## config.mk

```make
export PLATFORM = sky130hd
export DESIGN_NAME = execute_stage_flat
export DESIGN_NICKNAME = d
export VERILOG_FILES = /design/src/rtl/execute_stage_pkg.sv /design/src/rtl/execute_stage_if.sv /design/src/rtl/execute_stage_alu.sv /design/src/rtl/execute_stage.sv /design/src/flat_wrapper.sv
export SDC_FILE = /design/constraint.sdc
export NUM_CORES = 1
export LEC_CHECK = 0
export BUFFER_PORTS_ARGS = -buffer_cell sky130_fd_sc_hd__buf_2
export CORE_MARGIN = 4
export CORE_UTILIZATION = 52
export CTS_CLUSTER_DIAMETER = 200
export DETAILED_ROUTE_END_ITERATION = 6
export GPL_TIMING_DRIVEN = 0
export PLACE_DENSITY = 0.83
export RECOVER_POWER = 50
export SLEW_MARGIN = 20
export SYNTH_ARGS = -nofsm -noshare
export SYNTH_HDL_FRONTEND = slang
export SYNTH_SLANG_ARGS = --single-unit
```

## constraint.sdc

```tcl
create_clock -name clk -period 6.8 [get_ports clk]
set_input_delay 1.02 -clock clk [delete_from_list [all_inputs] [get_ports clk]]
set_output_delay 1.02 -clock clk [all_outputs]
set_load 0.05 [all_outputs]
```

## src/rtl/execute_stage_pkg.sv

```systemverilog
// Shared types and constants for the RV32I execute stage and its ALU.
// No logic lives here; widths and encodings only.
package execute_stage_pkg;

    localparam int XLEN      = 32;
    localparam int REGADDR_W = 5;

    typedef enum logic [2:0] {
        ALU_ADD = 3'b000,
        ALU_SUB = 3'b001,
        ALU_AND = 3'b010,
        ALU_OR  = 3'b011,
        ALU_SLT = 3'b101
    } alu_op_e;

    typedef enum logic [1:0] {
        FWD_RF  = 2'b00,
        FWD_WB  = 2'b01,
        FWD_MEM = 2'b10
    } fwd_sel_e;

    // EX/MEM pipeline register contents
    typedef struct packed {
        logic                 reg_write;
        logic                 mem_write;
        logic [1:0]           result_src;
        logic [XLEN-1:0]      alu_result;
        logic [XLEN-1:0]      write_data;
        logic [XLEN-1:0]      pc_plus4;
        logic [REGADDR_W-1:0] rd;
    } ex_mem_t;

endpackage

```

## src/rtl/execute_stage_if.sv

```systemverilog
// ID/EX inputs, forwarding selects, redirect and EX/MEM outputs of the execute stage.
// master drives the E-side inputs; slave is the execute stage itself.
interface execute_stage_if;
    import execute_stage_pkg::*;

    logic                 RegWriteE, MemWriteE, BranchE, JumpE, ALUSrcE;
    logic [1:0]           ResultSrcE;
    logic [2:0]           ALUControlE;
    logic [XLEN-1:0]      RD1E, RD2E, ImmExtE, PCE, PCPlus4E;
    logic [REGADDR_W-1:0] RDE;
    logic [1:0]           ForwardAE, ForwardBE;
    logic [XLEN-1:0]      ResultW;

    logic                 PCSrcE;
    logic [XLEN-1:0]      PCTargetE;
    logic                 RegWriteM, MemWriteM;
    logic [1:0]           ResultSrcM;
    logic [XLEN-1:0]      ALUResultM, WriteDataM, PCPlus4M;
    logic [REGADDR_W-1:0] RDM;

    modport master (
        output RegWriteE, MemWriteE, BranchE, JumpE, ALUSrcE, ResultSrcE, ALUControlE,
               RD1E, RD2E, ImmExtE, PCE, PCPlus4E, RDE, ForwardAE, ForwardBE, ResultW,
        input  PCSrcE, PCTargetE, RegWriteM, MemWriteM, ResultSrcM,
               ALUResultM, WriteDataM, PCPlus4M, RDM
    );

    modport slave (
        input  RegWriteE, MemWriteE, BranchE, JumpE, ALUSrcE, ResultSrcE, ALUControlE,
               RD1E, RD2E, ImmExtE, PCE, PCPlus4E, RDE, ForwardAE, ForwardBE, ResultW,
        output PCSrcE, PCTargetE, RegWriteM, MemWriteM, ResultSrcM,
               ALUResultM, WriteDataM, PCPlus4M, RDM
    );

endinterface

```

## src/rtl/execute_stage_alu.sv

```systemverilog
// RV32I ALU subset (ADD/SUB/AND/OR/SLT); purely combinational, zero latency.
// No backpressure: result follows inputs; unused op codes yield zero.
module alu
    import execute_stage_pkg::*;
(
    input  logic [XLEN-1:0] SrcA,
    input  logic [XLEN-1:0] SrcB,
    input  logic [2:0]      ALUControl,
    output logic [XLEN-1:0] Result,
    output logic            Zero
);

    always_comb begin
        Result = '0;
        case (ALUControl)
            ALU_ADD: Result = SrcA + SrcB;
            ALU_SUB: Result = SrcA - SrcB;
            ALU_AND: Result = SrcA & SrcB;
            ALU_OR:  Result = SrcA | SrcB;
            ALU_SLT: Result = {{(XLEN-1){1'b0}}, ($signed(SrcA) < $signed(SrcB))};
            default: Result = '0;
        endcase
    end

    assign Zero = (Result == '0);

endmodule

```

## src/rtl/execute_stage.sv

```systemverilog
// Execute stage: forwarding, ALU, BEQ/JAL redirect (same cycle), EX/MEM register (1 cycle).
// No backpressure: the EX/MEM register advances every clock; bubbles arrive as zero control.
module execute_stage
    import execute_stage_pkg::*;
(
    input  logic          clk,
    input  logic          rst,
    execute_stage_if.slave ex
);

    ex_mem_t         ex_mem_d, ex_mem_q;
    logic [XLEN-1:0] src_a_e, write_data_e, src_b_e, alu_result_e;
    logic            zero_e;

    // MEM forwarding reads the register before this edge overwrites it
    always_comb begin
        src_a_e = ex.RD1E;
        case (ex.ForwardAE)
            FWD_WB:  src_a_e = ex.ResultW;
            FWD_MEM: src_a_e = ex_mem_q.alu_result;
            default: src_a_e = ex.RD1E;
        endcase

        write_data_e = ex.RD2E;
        case (ex.ForwardBE)
            FWD_WB:  write_data_e = ex.ResultW;
            FWD_MEM: write_data_e = ex_mem_q.alu_result;
            default: write_data_e = ex.RD2E;
        endcase
    end

    assign src_b_e = ex.ALUSrcE ? ex.ImmExtE : write_data_e;

    alu u_alu (
        .SrcA       (src_a_e),
        .SrcB       (src_b_e),
        .ALUControl (ex.ALUControlE),
        .Result     (alu_result_e),
        .Zero       (zero_e)
    );

    assign ex.PCTargetE = ex.PCE + ex.ImmExtE;
    assign ex.PCSrcE    = (ex.BranchE & zero_e) | ex.JumpE;

    always_comb begin
        ex_mem_d            = '0;
        ex_mem_d.reg_write  = ex.RegWriteE;
        ex_mem_d.mem_write  = ex.MemWriteE;
        ex_mem_d.result_src = ex.ResultSrcE;
        ex_mem_d.alu_result = alu_result_e;
        ex_mem_d.write_data = write_data_e;
        ex_mem_d.pc_plus4   = ex.PCPlus4E;
        ex_mem_d.rd         = ex.RDE;
    end

    always_ff @(posedge clk or negedge rst) begin
        if (!rst) begin
            ex_mem_q <= '0;
        end else begin
            ex_mem_q <= ex_mem_d;
        end
    end

    assign ex.RegWriteM  = ex_mem_q.reg_write;
    assign ex.MemWriteM  = ex_mem_q.mem_write;
    assign ex.ResultSrcM = ex_mem_q.result_src;
    assign ex.ALUResultM = ex_mem_q.alu_result;
    assign ex.WriteDataM = ex_mem_q.write_data;
    assign ex.PCPlus4M   = ex_mem_q.pc_plus4;
    assign ex.RDM        = ex_mem_q.rd;

endmodule

```

## src/flat_wrapper.sv

```systemverilog
// flat-port wrapper written by rule: the top's interface ports become plain ports
module execute_stage_flat import execute_stage_pkg::*;
  (clk, rst, ex_RegWriteE, ex_MemWriteE, ex_BranchE, ex_JumpE, ex_ALUSrcE, ex_ResultSrcE, ex_ALUControlE, ex_RD1E, ex_RD2E, ex_ImmExtE, ex_PCE, ex_PCPlus4E, ex_RDE, ex_ForwardAE, ex_ForwardBE, ex_ResultW, ex_PCSrcE, ex_PCTargetE, ex_RegWriteM, ex_MemWriteM, ex_ResultSrcM, ex_ALUResultM, ex_WriteDataM, ex_PCPlus4M, ex_RDM);
  execute_stage_if ex_i ();
  input  logic clk;
  input  logic rst;
  input wire logic [$bits(ex_i.RegWriteE)-1:0] ex_RegWriteE;
  input wire logic [$bits(ex_i.MemWriteE)-1:0] ex_MemWriteE;
  input wire logic [$bits(ex_i.BranchE)-1:0] ex_BranchE;
  input wire logic [$bits(ex_i.JumpE)-1:0] ex_JumpE;
  input wire logic [$bits(ex_i.ALUSrcE)-1:0] ex_ALUSrcE;
  input wire logic [$bits(ex_i.ResultSrcE)-1:0] ex_ResultSrcE;
  input wire logic [$bits(ex_i.ALUControlE)-1:0] ex_ALUControlE;
  input wire logic [$bits(ex_i.RD1E)-1:0] ex_RD1E;
  input wire logic [$bits(ex_i.RD2E)-1:0] ex_RD2E;
  input wire logic [$bits(ex_i.ImmExtE)-1:0] ex_ImmExtE;
  input wire logic [$bits(ex_i.PCE)-1:0] ex_PCE;
  input wire logic [$bits(ex_i.PCPlus4E)-1:0] ex_PCPlus4E;
  input wire logic [$bits(ex_i.RDE)-1:0] ex_RDE;
  input wire logic [$bits(ex_i.ForwardAE)-1:0] ex_ForwardAE;
  input wire logic [$bits(ex_i.ForwardBE)-1:0] ex_ForwardBE;
  input wire logic [$bits(ex_i.ResultW)-1:0] ex_ResultW;
  output wire logic [$bits(ex_i.PCSrcE)-1:0] ex_PCSrcE;
  output wire logic [$bits(ex_i.PCTargetE)-1:0] ex_PCTargetE;
  output wire logic [$bits(ex_i.RegWriteM)-1:0] ex_RegWriteM;
  output wire logic [$bits(ex_i.MemWriteM)-1:0] ex_MemWriteM;
  output wire logic [$bits(ex_i.ResultSrcM)-1:0] ex_ResultSrcM;
  output wire logic [$bits(ex_i.ALUResultM)-1:0] ex_ALUResultM;
  output wire logic [$bits(ex_i.WriteDataM)-1:0] ex_WriteDataM;
  output wire logic [$bits(ex_i.PCPlus4M)-1:0] ex_PCPlus4M;
  output wire logic [$bits(ex_i.RDM)-1:0] ex_RDM;
  assign ex_i.RegWriteE = ex_RegWriteE;
  assign ex_i.MemWriteE = ex_MemWriteE;
  assign ex_i.BranchE = ex_BranchE;
  assign ex_i.JumpE = ex_JumpE;
  assign ex_i.ALUSrcE = ex_ALUSrcE;
  assign ex_i.ResultSrcE = ex_ResultSrcE;
  assign ex_i.ALUControlE = ex_ALUControlE;
  assign ex_i.RD1E = ex_RD1E;
  assign ex_i.RD2E = ex_RD2E;
  assign ex_i.ImmExtE = ex_ImmExtE;
  assign ex_i.PCE = ex_PCE;
  assign ex_i.PCPlus4E = ex_PCPlus4E;
  assign ex_i.RDE = ex_RDE;
  assign ex_i.ForwardAE = ex_ForwardAE;
  assign ex_i.ForwardBE = ex_ForwardBE;
  assign ex_i.ResultW = ex_ResultW;
  assign ex_PCSrcE = ex_i.PCSrcE;
  assign ex_PCTargetE = ex_i.PCTargetE;
  assign ex_RegWriteM = ex_i.RegWriteM;
  assign ex_MemWriteM = ex_i.MemWriteM;
  assign ex_ResultSrcM = ex_i.ResultSrcM;
  assign ex_ALUResultM = ex_i.ALUResultM;
  assign ex_WriteDataM = ex_i.WriteDataM;
  assign ex_PCPlus4M = ex_i.PCPlus4M;
  assign ex_RDM = ex_i.RDM;
  execute_stage u_core (.clk(clk), .rst(rst), .ex(ex_i));
endmodule
```

# ---- Word level (Yosys, flattened, before mapping)
# Index checks and enable logic that the tools add are counted.
dict set report word_totals {
  output_inout_bits 138
  word_cells 29
  ff_bits 105
}
dict set report op_classes {
  muxes 4
  bitwise 4
  n_reduce_logical 2
  add_sub_neg 3
  order_cmp 1
  n_eq_ne 8
}
# operator n
set ops {}
lappend ops {{case mux 32 bit (5 select lines)} 1}
lappend ops {{case mux 32 bit (2 select lines)} 2}
lappend ops {{adder 32 bit} 2}
lappend ops {{bitwise AND 32 bit} 1}
lappend ops {{logical NOT 32 bit} 1}
lappend ops {{< comparator 32 bit} 1}
lappend ops {{2-to-1 mux 32 bit} 1}
lappend ops {{OR 32 bit} 1}
lappend ops {{subtractor 32 bit} 1}
lappend ops {{equality test 3 x 2 -> 1 bit (second input constant)} 2}
lappend ops {{equality test 2 x 1 -> 1 bit (second input constant)} 2}
lappend ops {{equality test 2 bit (second input constant)} 2}
lappend ops {{equality test 3 x 1 -> 1 bit (second input constant)} 1}
lappend ops {{equality test 3 bit (second input constant)} 1}
lappend ops {{logical NOT 3 bit} 1}
lappend ops {{bitwise AND 1 bit} 1}
lappend ops {{OR 1 bit} 1}

# ---- Depth between registers and ports, before layout
# Gate-level depths: netlist (run 1).
dict set report logic_depth {
  word_depth 8
  ltp_mapped 21
}

# ---- Modules after synthesis
# From an unflattened synthesis (run 1), not the netlist that was laid out.
dict set report hier_totals {
  cells_unflattened 1432
  hier_area_um2 11310.8
}
# module area_each_um2 cells_per_inst seq_area_each_um2 n_inst
set modules_own_cells {}
lappend modules_own_cells {execute_stage 5945.7 614 2627.5 1}
lappend modules_own_cells {alu 5365.1 818 0.0 1}

# ---- Worst setup path after synthesis (run 1)
# Ideal clock, no wire load.
dict set report synth_timing {
  path_type {input to output}
  from {input port ex_ForwardBE[0]}
  to {output port ex_PCSrcE}
  slack_ns 0.317
  arrival_time_ns 5.463
  stages 20
  path_cell_list {inv_1 > ha_1 > clkbuf_1 > buf_1 > a21oi_1 > o21ai_0 > ha_1 > inv_1 > fa_1 > nand2b_1 > a211oi_1 > o21ba_2 > a21bo_1 > a311oi_1 > o22ai_1 > o221ai_1 > a2111oi_0 > nand4_1 > nor4b_2 > a31o_1}
}
dict set report synth_between {
  elab_chain_cells 8
}
# item line
set synth_lines {}
lappend synth_lines {{start: declaration} flat_wrapper.sv:21} ;# input wire logic [$bits(ex_i.ForwardBE)-1:0] ex_ForwardBE;
lappend synth_lines {{equality test 2 bit / equality test 2 x 1 -> 1 bit (equally long branches)} execute_stage.sv:25} ;# case (ex.ForwardBE)
lappend synth_lines {{case mux 32 bit (2 select lines) *} execute_stage.sv:25}
lappend synth_lines {{2-to-1 mux 32 bit *} execute_stage.sv:32} ;# assign src_b_e = ex.ALUSrcE ? ex.ImmExtE : write_data_e;
lappend synth_lines {{subtractor 32 bit, or another cell as far along} execute_stage_alu.sv:17} ;# ALU_SUB: Result = SrcA - SrcB;
lappend synth_lines {{case mux 32 bit (5 select lines) *} execute_stage_alu.sv:15} ;# case (ALUControl)
lappend synth_lines {{logical NOT 32 bit *} execute_stage_alu.sv:25} ;# assign Zero = (Result == '0);
lappend synth_lines {{bitwise AND 1 bit *} execute_stage.sv:43} ;# assign ex.PCSrcE = (ex.BranchE & zero_e) | ex.JumpE;
lappend synth_lines {{OR 1 bit *} execute_stage.sv:43}
lappend synth_lines {{end: declaration} flat_wrapper.sv:23} ;# output wire logic [$bits(ex_i.PCSrcE)-1:0] ex_PCSrcE;
# Mark *: on every way between the ends. The rest lies on a longest branch, timed or not.

# ---- Final worst setup path (run 1)
dict set report layout_timing {
  from {input port ex_ForwardBE[1]}
  to {output port ex_PCSrcE}
}
# Same word-level chain as after synthesis.

==> flow_results.org, run 1 <==
** Clock network
- The H-tree was split into 3 levels.
- Reg clk slew, reported paths :: 0.08 ns
- Clock tree synthesis selected as its root buffer the cell clkbuf_16.
- The later pin in the worst-skew pair is clocked with a latency of 0.36 ns.
- TritonCTS built the clock tree.
- Maximum clock insertion buffer count :: 2
- Number of sinks driven by the clock tree :: 105
- CTS Buf Count :: 9

** Global route
- Maximum number of pins on one net before global-route repair :: 75
- Grt peak-use layer :: met2
- Global-route wire length before repair :: 71,500 um
- For this run, the total global-route usage over all layers was measured as 0.388.
- Antenna violations before repair :: 2
- Global-route met2 utilization :: 0.651
- Met3 usage in global routing :: 0.100
- For this run, global-route usage on met1 was measured as 0.481.
- The number of global-route vias before repair was 12,435.
- Overflow left after global routing :: 0

** Synth
- Post-synth EDFFs :: 0
- Synth Cell Area :: 10,900 um^2
- Synth cell types :: 80
- For this run, the register share of the synthesized area comes to 0.241.
- Counting every net in the synthesized netlist gives 1,775.
- Primary flip-flop cell chosen by synthesis mapping :: dfrtp_1
- Counting flops and latches in the post-synthesis netlist gives 105.
- Number of warnings reported in the yosys synthesis log :: 0
- Async SR Flop Fraction :: 1.00
- Post-synthesis average cell area :: 7.72 um^2
- Post-Syn Instances :: 1,415

** Layout
- Final non-filler cell total :: 2,068
- Once layout is complete, the utilization of the core stands at 0.689.
- In the final layout, the share of cells above drive strength 1 is 0.297.
- Area growth, synth to finish :: 28.9%
- Fill cells in the final layout number 1,775.
- After the last flow step, the layout net total stands at 2,151.

** Hold path
- Worst min-delay path endpoint :: u_core.ex.WriteDataM[23]
- In this run the worst hold path is classified as register to register.
- In this run the most critical hold path is launched from u_core.ex.ALUResultM[23].
- The worst hold path was traced through 4 stages.

** Placement
- Worst setup slack after placement :: -1.42 ns
- Detailed placer's ending HPWL :: 39,800 um
- The number of placed instances, taps included, is 2,034.
- Buffers placed on the I/O ports in this run total 348.
- Routability-driven placement finished with a final weighted congestion of 1.07.

** Power and ir drop
- Final Power :: 0.00316 W
- Dividing total power by cell area gives a power density of 224 nW/um^2.
- VDD sags by at most 128 uV.
- The analysis attributes to cell leakage a power of 7.05 nW.

** Drt
- After the first detailed-routing iteration, the DRC count stood at 1,465.
- Count of unresolved DRC violations after routing :: 0
- Antenna-violating nets left :: 0
- After detailed routing, the number of vias per cell comes to 6.27.
- Summed over all layers, the routed wires come to 48,800 um.
- The final route contains 12,969 vias.
- Dividing the detail-routed wire length by the instance count gives 23.6 um.
- Number of optimization iterations in the first detailed-route pass :: 7

** STA
- Between clock sinks in the finished design, the worst skew comes to 0.0116 ns.
- Timing-limited maximum frequency :: 0.148 GHz
- Dividing the final minimum period by the clock period gives 0.992.
- Final setup fails :: 0
- The count of final max-slew check failures is 108.
- After layout, the worst setup slack is 0.0558 ns.
- Slew HR :: -1.27
- Shortest period the worst path allows :: 6.74 ns
- The final hold violation count came to 0.
- Worst-Margin Slew :: 3.40 ns

** Worst setup path
- At the worst endpoint, the arrival time is 5.72 ns.
- Required time of the critical path :: 5.78 ns
- Along the worst path, the maximum fanout reaches 10.
- Critical Path Start Type :: input port
- Worst path buffer plus inverter count :: 5
- On the worst path, the slowest cell contributes a delay of 0.36 ns.
- The worst setup path is captured at a primary output.
- R2R Setup Slk :: 2.70 ns
- Start of the worst register-to-register path :: u_core.ex.ALUResultM[1]
- Most frequent cell on the critical path :: buf_4
- The number of cells on the worst reg-to-reg path is 15.
- The critical path in this run is classified as input port to primary output.
- Broken down by cell family, the worst path's largest delay share belongs to compound AO/OA/AOI/OAI gates.
- Cell-by-cell listing of the critical path :: buf_2 > inv_2 > ha_4 > buf_4 > a22oi_1 > nor2_1 > a21oi_2 > o21a_2 > buf_4 > fa_2 > nand2b_4 > a211oi_4 > o21ba_2 > a21bo_1 > a311oi_2 > o22ai_2 > o221ai_2 > a2111oi_4 > nand4_1 > nor4b_4 > a31o_1 > buf_6
- R2R Path End :: u_core.ex.ALUResultM[31]
- Crit path max-delay cell type :: fa_2

** Die
- The floorplan has 52 rows.
- Die footprint :: 23,400 um^2
- The total area inside the core boundary comes to 20,400 um^2.
- Overall die width :: 153 um
- Vert. Die Dim :: 153 um
- Initial Util :: 0.534
- 351 I/O pins were placed.

** Flow run
- Across the run, the number of max-cap violations was 2.

** Run status
- The flow ran to the end, but the final reports show violations.
- Violated checks :: capacitance limit, slew limit
==> power by group <==
part	switching [W]	leakage, nW	internal [W]	total, W
Clock	0.000264	0.143	0.000292	0.000556
Sequential	0.0000513	1.30	0.000688	0.000739
Combinational	0.00128	5.61	0.000581	0.00186
==> state kept, by name, summed over array words and instances, names as in the netlist <==
| name | flops |
|---|---|
| u_core.ex.ResultSrcM | 2 |
| u_core.ex.RegWriteM | 1 |
| u_core.ex.PCPlus4M | 32 |
| u_core.ex.ALUResultM | 32 |
| u_core.ex.WriteDataM | 32 |
| u_core.ex.MemWriteM | 1 |
| u_core.ex.RDM | 5 |
==> synth_stat cells, types with 12 or more instances <==
master      n  area, um^2
a211oi_1   16         120
o21a_1     13        97.6
nand2_1   115         432
or3_1      12        75.1
dfrtp_1   105        2630
nor3_1     33         165
nor2b_1    15        93.8
nor2_1    113         424
xnor2_1    39         342
nand3_1    17        85.1
nand4_1    12        75.1
and3_1     15        93.8
clkbuf_1   55         206
inv_1     151         567
o22ai_1    19         119
o21ai_0   120         601
a21oi_1   121         606
o21bai_1   18         135
o31ai_1    13        97.6
a22oi_1    65         488
ha_1      144        1800
a21o_1     24         180
==> kinds of logic after synthesis <==
logic type | count (synthesis) | synth area share
DFF | 105 | 0.241
muxes | 6 | 0.00665
buffers and inverters | 228 | 0.0806
adders and majority gates | 147 | 0.171
AOI/OAI and AO/OA | 503 | 0.298
xor gates and xnor gates | 49 | 0.0400
and+or+nand+nor | 377 | 0.163
==> per-layer routing <==
| metal | vias up | part of all wire |
|---|---|---|
| met4 | 0 | 0.046 |
| li1 | 5796 | - |
| met2 | 866 | 0.47 |
| met1 | 6151 | 0.38 |
| met5 | - | 0 |
| met3 | 156 | 0.11 |
==> placed cells by master (no fill, tap or decap), types with 10 or more instances in the layout <==
cell,n
a211oi_1,11
buf_2,358
o21ai_0,84
nand3_1,17
ha_1,133
a21o_1,23
nand4_1,12
clkbuf_2,16
o21ai_2,20
o21a_1,12
nor2b_1,15
nand2_1,115
clkbuf_1,25
o21ai_1,18
clkbuf_4,10
and3_1,15
o21bai_1,17
buf_4,23
nor3_1,30
a21oi_1,113
nor2_1,112
o31ai_1,10
o22ai_1,16
a22oi_1,63
xnor2_1,39
dfrtp_1,105
inv_1,149
==> through the flow <==
| stage | setup TNS (ns) | hold slack, ns | cell area, um^2 |
|---|---|---|---|
| floorplan | 0 | 0.724 | 10900 |
| global placement | -1.39 | 0.684 | 13000 |
| detailed placement | -1.42 | 0.699 | 13000 |
| CTS | 0 | 0.556 | 13700 |
| global route | -0.0983 | 0.742 | 14100 |
| finish | 0 | 0.750 | 14100 |
==> layout make-up <==
class,count,area (um^2),area share
Clock buffer,10,229,0.0163
Multi-Input combinational cell,1082,7930,0.564
Tap cell,270,338,0.0240
Sequential cell,105,2630,0.187
Timing Repair Buffer,370,1920,0.136
Clock inverter,6,76.3,0.00542
Antenna cell,2,5.00,0.000355
Buffer,70,377,0.0268
Inverter,153,574,0.0408
==> tightest hold or removal path, cell delays in order (launching register included) <==
cell	delay [ns]
dfrtp_1	0.42
a22oi_1	0.11
nor2_1	0.08
a21oi_1	0.06
inv_1	0.05
==> worst max path at each step <==
| stage | start | to | slack (ns) | cells past startpoint |
|---|---|---|---|---|
| 2_1_floorplan | ex_ForwardBE[0] | ex_PCSrcE | 0.32 | 20 |
| 3_3_place_gp | ex_ForwardBE[0] | ex_PCSrcE | -1.39 | 21 |
| 3_5_place_dp | ex_ForwardBE[0] | ex_PCSrcE | -1.42 | 22 |
| 4_1_cts | ex_ForwardBE[1] | ex_PCSrcE | 0.007 | 22 |
| 5_1_grt | ex_ForwardBE[1] | ex_PCSrcE | -0.1 | 22 |
| 6_report | ex_ForwardBE[1] | ex_PCSrcE | 0.06 | 22 |
==> timing repair <==
| action | in CTS | in global routing |
|---|---|---|
| resized for setup | 111 | 102 |
| setup buffers | 9 | 10 |
| cloned | 2 | 0 |
| hold buffers | 0 | 0 |
| setup endpoints to repair | 1 | 1 |
| pin swaps | 23 | 34 |
Note: power is estimated with default switching activity, not from simulation.
==> inputs of run 2 (changes only) <==
--- a/config.mk
+++ b/config.mk
@@ -6,11 +6,13 @@
 export NUM_CORES = 1
 export LEC_CHECK = 0
 export BUFFER_PORTS_ARGS = -buffer_cell sky130_fd_sc_hd__buf_2
+export CAP_MARGIN = 20
 export CORE_MARGIN = 4
 export CORE_UTILIZATION = 52
 export CTS_CLUSTER_DIAMETER = 200
 export DETAILED_ROUTE_END_ITERATION = 6
 export GPL_TIMING_DRIVEN = 0
+export MAX_ROUTING_LAYER = met4
 export PLACE_DENSITY = 0.83
 export RECOVER_POWER = 50
 export SLEW_MARGIN = 20
==> flow_results.org, run 2 (same netlist as run 1, synthesis figures left out) <==
** Layout
- Final non-filler cell total :: 2,071
- Summing all flip-flop and latch instances after layout gives 2630 um^2.
- Area occupied by multi-input gates :: 8050 um^2
- Post-layout nets :: 2,152
- The library cell used most frequently in the layout, excluding fill and tap cells, is buf_2.
- Number of inserted filler cells in the final layout :: 1,785
- Once layout is complete, the utilization of the core stands at 0.694.
- From synthesis to final layout, the design area changed by 29.8%.
- Layout cell share with drive strength beyond 1 :: 0.300
- In the layout the commonest cells are buf_2, inv_1, ha_1.

** STA
- Across all hold checks on the routed design, the worst slack comes to 0.720 ns.
- In this run the tightest slew margin relative to its limit is -1.28.
- Setup violations remaining at the end of the flow were counted as 0.
- On the final layout, the worst clock skew is 0.0138 ns.
- Timing-limited maximum frequency :: 0.149 GHz
- Ratio of final minimum period to clock period :: 0.988
- Worst-Margin Slew :: 3.42 ns
- The final hold violation count was 0.
- The count of final max-slew check failures was 108.
- Counting I/O delays and the setup requirement, the final critical path takes 6.72 ns.

** Clock network
- TritonCTS built the clock tree.
- Number of hold buffers added after cts :: 0
- Clock-pin slew was measured on the worst setup and hold paths at 0.08 ns.
- Clock latency of the later-clocked register in the worst-skew pair :: 0.36 ns
- The clock drives 105 sinks.
- Buffers inserted during clock tree synthesis total 9.
- Root cell of the clock tree :: clkbuf_16
- Number of H-tree branching levels :: 3
- Maximum clock insertion buffer count :: 2

** Die
- Initial Util :: 0.534
- Cell Rows :: 52
- Die footprint :: 23,400 um^2
- Boundary Pins :: 351
- Vert. Die Dim :: 153 um
- From left edge to right edge, the die measures 153 um.
- Placeable core region :: 20,400 um^2

** Global route
- Overflow left after global routing :: 0
- Global-route met2 utilization :: 0.654
- Antenna violations before repair :: 4
- In the global route stage, met3 resource usage came out at 0.0922.
- Vias in the first global route :: 12,372
- All-Layer GR Usage :: 0.404
- Grt met1 use :: 0.485
- In this run the most used layer during global routing was met2.
- Entering global routing, the biggest net connects 57 pins.
- The first global-routing pass estimated 71,800 um of wire.

** Drt
- After detailed routing, the average wire length per cell comes to 23.7 um.
- Antenna-violating nets left :: 0
- The routed design has 49,000 um of wire.
- Count of unresolved DRC violations after routing :: 3
- The first routing iteration left 1,342 violations.
- Vias after detailed routing :: 12,917
- Dividing the detail-routed via count by the number of cells gives 6.24.
- Number of optimization iterations in the first detailed-route pass :: 7

** Flow run
- Max-cap violations in this run came to 2.

** Worst setup path
- Setup CP Type :: input port to primary output
- Along the worst path, the maximum fanout reaches 10.
- Critical Path Start Type :: input port
- Critical Path AT :: 5.70 ns
- STA classifies the critical path endpoint as a primary output.
- Required time of the critical path :: 5.78 ns

** Placement
- Once detailed placement completed, the half-perimeter wirelength came to 40,000 um.
- Counting tap cells, the placed design contains a total of 2,034 instances.
- At the end of routability-driven placement, the weighted congestion stood at 1.10.
- The count of buffers added on input and output ports is 348.

** Power and ir drop
- Maximum ir drop on the vdd rail :: 111 uV
- Leakage Power :: 7.02 nW
- For this design the ratio of total power to cell area is 221 nW/um^2.

** Run status
- Violated checks :: DRC, capacitance limit, slew limit
- Run status :: complete, but fails checks

** Hold path
- Worst hold path class :: register to register
==> run 2: cell types whose count changed in the layout (fill, tap and decap cells not counted), sizes merged <==
| cell | previous run | this run |
|---|---|---|
| clkinv | 1 | 0 |
| buf | 389 | 381 |
| bufinv | 1 | 0 |
| clkdlybuf4s25 | 1 | 0 |
| clkinvlp | 2 | 4 |
| clkbuf | 60 | 69 |
| diode | 2 | 5 |
==> run 2: through the flow <==
step	area, um^2	setup TNS (ns)	worst slack, ns	power (W)
2_1_floorplan	10900	0	0.317	0.00191
3_3_place_gp	13000	-1.75	-1.75	0.00240
3_5_place_dp	13000	-1.88	-1.88	0.00242
4_1_cts	13800	0	0.00437	0.00301
5_1_grt	14200	-0.00933	-0.00933	0.00326
6_report	14200	0	0.0814	0.00313
==> run 2: timing repair <==
action,CTS,global route
pin swaps,27,29
buffers inserted,10,8
endpoints found under the setup margin,1,1
cloned,2,0
resized for setup,146,82
==> run 2: area by class of cell <==
type,count,share of cell area
Clock buffer,9,0.0159
Multi-Input combinational cell,1082,0.568
Sequential cell,105,0.185
Tap cell,270,0.0238
Clock inverter,6,0.00371
Antenna cell,5,0.000883
Buffer,72,0.0278
Inverter,153,0.0407
Timing Repair Buffer,369,0.134
==> run 2: per-layer routing <==
layer / up-vias / share of wire
li1: 5794 / -
met1: 6098 / 0.38
met2: 869 / 0.47
met3: 156 / 0.10
met4: 0 / 0.050
met5: - / 0
==> run 2: where the power goes <==
| group | leakage [nW] | internal [W] | switching, W |
|---|---|---|---|
| clock network | 0.124 | 0.000252 | 0.000266 |
| logic | 5.60 | 0.000590 | 0.00129 |
| registers | 1.30 | 0.000687 | 0.0000515 |
==> run 2: final timing paths <==
kind / from / endpoint / slack (ns) / cells after the start
max in group asynchronous: rst / u_core.ex.PCPlus4M[5] / 1.38 / 2
min: u_core.ex.ALUResultM[18] / u_core.ex.WriteDataM[18] / 0.72 / 4
min in group asynchronous: rst / u_core.ex.WriteDataM[31] / 1.82 / 1
max reg2reg: u_core.ex.ALUResultM[2] / u_core.ex.ALUResultM[25] / 2.64 / 15
max: ex_ForwardBE[0] / ex_PCSrcE / 0.08 / 22
min reg2reg: u_core.ex.ALUResultM[18] / u_core.ex.WriteDataM[18] / 0.72 / 4
==> run 2: worst max-delay path: stages <==
cell and delay, ns:
buf_4 0.12, inv_2 0.06, ha_4 0.23, buf_6 0.15, nor2_2 0.11, a21oi_2 0.06, o21ai_4 0.26, ha_4 0.19
inv_1 0.06, fa_2 0.40, nand2b_4 0.17, a211oi_2 0.22, a31oi_1 0.07, xor2_1 0.21, o21ai_2 0.09, or4_4 0.44
or3_4 0.41, nor4b_4 0.32, nand4_1 0.37, nor4b_2 0.30, a31o_1 0.21, buf_6 0.17
==> inputs of run 3 (changes only) <==
--- a/config.mk
+++ b/config.mk
@@ -5,7 +5,7 @@
 export SDC_FILE = /design/constraint.sdc
 export NUM_CORES = 1
 export LEC_CHECK = 0
-export BUFFER_PORTS_ARGS = -buffer_cell sky130_fd_sc_hd__buf_2
+export BUFFER_PORTS_ARGS = -buffer_cell sky130_fd_sc_hd__buf_4
 export CAP_MARGIN = 20
 export CORE_MARGIN = 4
 export CORE_UTILIZATION = 52
@@ -18,4 +18,5 @@
 export SLEW_MARGIN = 20
 export SYNTH_ARGS = -nofsm -noshare
 export SYNTH_HDL_FRONTEND = slang
+export SYNTH_HIERARCHICAL = 1
 export SYNTH_SLANG_ARGS = --single-unit
==> flow_results.org, run 3 <==
** Run status
- The run finished, with violations left.
- The final reports fail on DRC, capacitance limit, slew limit.

** Drt
- Number of optimization iterations in the first detailed-route pass :: 7
- Count of unresolved DRC violations after routing :: 1
- Dividing the detail-routed wire length by the instance count gives 25.0 um.
- Vias after detailed routing :: 13,778
- Antenna-violating nets left :: 0
- The routed design has 53,100 um of wire.
- Number of DRC markers in iteration 0 :: 1,789
- Via density per instance :: 6.49

** Layout
- For this run, the post-layout net count is 2,201.
- After routing the design area is 16,000 um^2.
- Most used cells in the layout excluding fill and tap cells :: buf_4, nand2_1, ha_1
- Layout cell share with drive strength beyond 1 :: 0.341
- Fill cells in the final layout number 1,647.
- Compared with the post-synthesis result, the final layout area differs by 41.2%.
- Most common library cell in the layout ignoring fill and taps :: buf_4

** Worst setup path
- For the worst setup path, the data arrival time is 5.78 ns.
- STA classifies the critical path startpoint as an input port.
- Crit Path Max Fanout :: 6
- Setup CP Type :: input port to primary output
- For the worst setup path, the data required time is 5.78 ns.
- CP endpoint kind :: primary output

** Clock network
- Number of hold buffers added after cts :: 0
- Clock tree synthesis inserted a total of 9 buffers.
- For the worst-skew pair, the clock arrives at the later sink with an insertion delay of 0.37 ns.
- TritonCTS built the clock tree.
- Clock-pin slew was measured on the worst setup and hold paths at 0.07 ns.
- The clock tree synthesis step divided the H-tree into 3 levels.
- Number of sinks driven by the clock tree :: 105
- Maximum clock insertion buffer count :: 2
- In this run the clock root is driven by a clkbuf_16.

** Synth
- Async SR Flop Fraction :: 1.00
- Synth cell count leaders :: nand2_1, ha_1, o21ai_0, nor2_1, dfrtp_1
- Counting distinct cell types in the post-synthesis netlist gives 87.
- Of the synthesized area, sequential elements account for 0.232.
- Ranked by total cell area, the synthesized netlist is headed by dfrtp_1, ha_1, o21ai_0.
- Yosys printed 6 warnings.
- Post-synthesis average cell area :: 7.90 um^2
- Primary flip-flop cell chosen by synthesis mapping :: dfrtp_1
- The synthesized netlist occupies a cell area of 11,300 um^2.
- Share of Yosys cell area claimed by the top area cell type :: 0.232
- Counting every instance in the synthesized netlist gives 1,432.
- Cell with the most instances after synthesis :: nand2_1
- Yosys mapped a number of flops with a built-in enable equal to 0.
- Number of synthesized register bits :: 105
- Synthesis produced a netlist with a net count of 1,790.
- Post-synthesis cell type with the largest combined area :: dfrtp_1

** Placement
- Final weighted congestion in routability-driven placement :: 1.08
- Detailed placer's ending HPWL :: 41,400 um
- Worst setup slack after placement :: -1.04 ns
- Quantity of I/O buffers inserted on ports :: 349
- The placed instances occupy a cell area of 14,300 um^2.

** Global route
- In the global route stage, overall resource usage came out at 0.414.
- The first global-routing pass estimated 75,100 um of wire.
- Vias in the first global route :: 12,987
- After global routing the overflow that remains totals 0.
- Maximum number of pins on one net before global-route repair :: 106
- Antenna violations before repair :: 1

** Power and ir drop
- Leakage Power :: 7.64 nW
- Power per standard cell area :: 230 nW/um^2
- Summing internal, switching and leakage power gives 0.00367 W.
- Across the VDD grid, the largest voltage drop is 149 uV.

** Die
- During I/O placement, the number of pins put on the boundary was 351.
- The core region is 21,200 um^2.
- Vert. Die Dim :: 155 um
- In this run the core area contains 53 standard-cell rows.
- Die footprint :: 24,200 um^2
- The initial utilization of the core area, before any placement, comes to 0.533.
- The floorplan step set the die width to 155 um.

** STA
- Clock skew on the completed layout was measured at 0.00810 ns.
- Setup repair after global routing could not meet its margin everywhere.
- Dividing the final minimum period by the clock period gives 0.999.
- For the pin with the worst max-slew slack, the measured transition is 4.84 ns.
- Slew HR :: -2.23
- PnR worst setup slack :: 0.00411 ns
- For the final routed database, the setup TNS stands at 0 ns.
- Hold Violations, Final :: 0
- Timing-limited maximum frequency :: 0.147 GHz
- Pins over their slew limit :: 106
- The smallest clock period supported by the final layout is computed as 6.80 ns.
- Setup violations remaining at the end of the flow were counted as 0.

** Hold path
- The tightest min-delay check is of the register to register type.

** Flow run
- Max-cap violation count :: 1
## run 3: cell count changes after synthesis, sizes merged, moves of 12 or more
cell | previous run | this run
inv | 153 | 105
mux2 | 0 | 33
nand2 | 115 | 145
nor3 | 33 | 14
a21oi | 121 | 103
nand3 | 17 | 33
a21o | 24 | 38
o211ai | 10 | 22
## run 3: final cells by class
| class | instances | area, um^2 | area share |
|---|---|---|---|
| plain buffers | 75 | 519 | 0.0325 |
| well taps | 275 | 344 | 0.0215 |
| diodes | 1 | 2.50 | 0.000157 |
| repair buffers | 407 | 3140 | 0.197 |
| clock inverters | 7 | 86.3 | 0.00540 |
| inverters | 105 | 407 | 0.0255 |
| flip-flops and latches | 105 | 2630 | 0.164 |
| multi-input cells | 1140 | 8620 | 0.540 |
| clock buffers | 9 | 225 | 0.0141 |
## run 3: kinds of logic (layout without fill, tap and decap cells)
group / count (synthesis) / count (layout) / synth area share
AO/OA/AOI/OAI: 508 / 508 / 0.301
AND/OR/NAND/NOR: 398 / 398 / 0.162
buffers and inverters: 187 / 603 / 0.0653
adder cells (fa/ha/maj): 145 / 145 / 0.162
flip-flops: 105 / 105 / 0.232
XOR/XNOR: 52 / 52 / 0.0403
multiplexers: 37 / 37 / 0.0375
other: 0 / 1 / 0
## run 3: per-stage QoR
stage	instances	util	hold slack (ns)
2_1_floorplan	1432	-	0.724
4_1_cts	2102	0.722	0.700
3_5_place_dp	2056	0.673	0.686
6_report	2124	0.753	0.659
3_3_place_gp	2056	0.673	0.674
5_1_grt	2124	0.753	0.713
## run 3: where the power goes
part	internal [W]	switching, W
Combinational	0.000883	0.00149
Clock	0.000293	0.000263
Sequential	0.000693	0.0000541
## run 3: critical path: stages
cell	delay, ns
buf_8	0.11
inv_4	0.05
ha_4	0.26
buf_8	0.16
a22oi_1	0.09
o21ai_2	0.20
mux2_4	0.21
inv_1	0.07
ha_2	0.40
nor2b_1	0.08
or4_1	0.52
o32a_1	0.23
and2_2	0.22
a21boi_2	0.24
nand4b_1	0.15
nand3_1	0.22
a211o_1	0.34
or4_4	0.44
nor4_4	0.23
and4bb_1	0.25
a21o_1	0.13
buf_6	0.16
## run 3: worst paths after layout
check                                          from  cells past startpoint  slack [ns]                       end
max                                 ex_ForwardBE[1]                     22       0.004                 ex_PCSrcE
min                        u_core/ex.ALUResultM[17]                      2        0.66  u_core/ex.WriteDataM[17]
max reg2reg                 u_core/ex.ALUResultM[3]                     34        0.75  u_core/ex.ALUResultM[21]
min in group asynchronous                       rst                      1        2.62          u_core/ex.RDM[1]
min reg2reg                u_core/ex.ALUResultM[17]                      2        0.66  u_core/ex.WriteDataM[17]
max in group asynchronous                       rst                      1        1.45  u_core/ex.ALUResultM[17]
## run 3: timing repair
item / in CTS / in global routing
setup endpoints to repair: 1 / 2
gates resized for setup: 151 / 144
setup buffers: 34 / 22
pin swaps: 20 / 27
cloned: 0 / 3
## run 3: metal layers
metal	track usage	vias to the layer above	share of wire
met3	0.0882	303	0.12
met2	0.645	1102	0.45
li1	-	6005	-
met1	0.495	6368	0.35
met5	-	-	0
met4	0.243	0	0.077
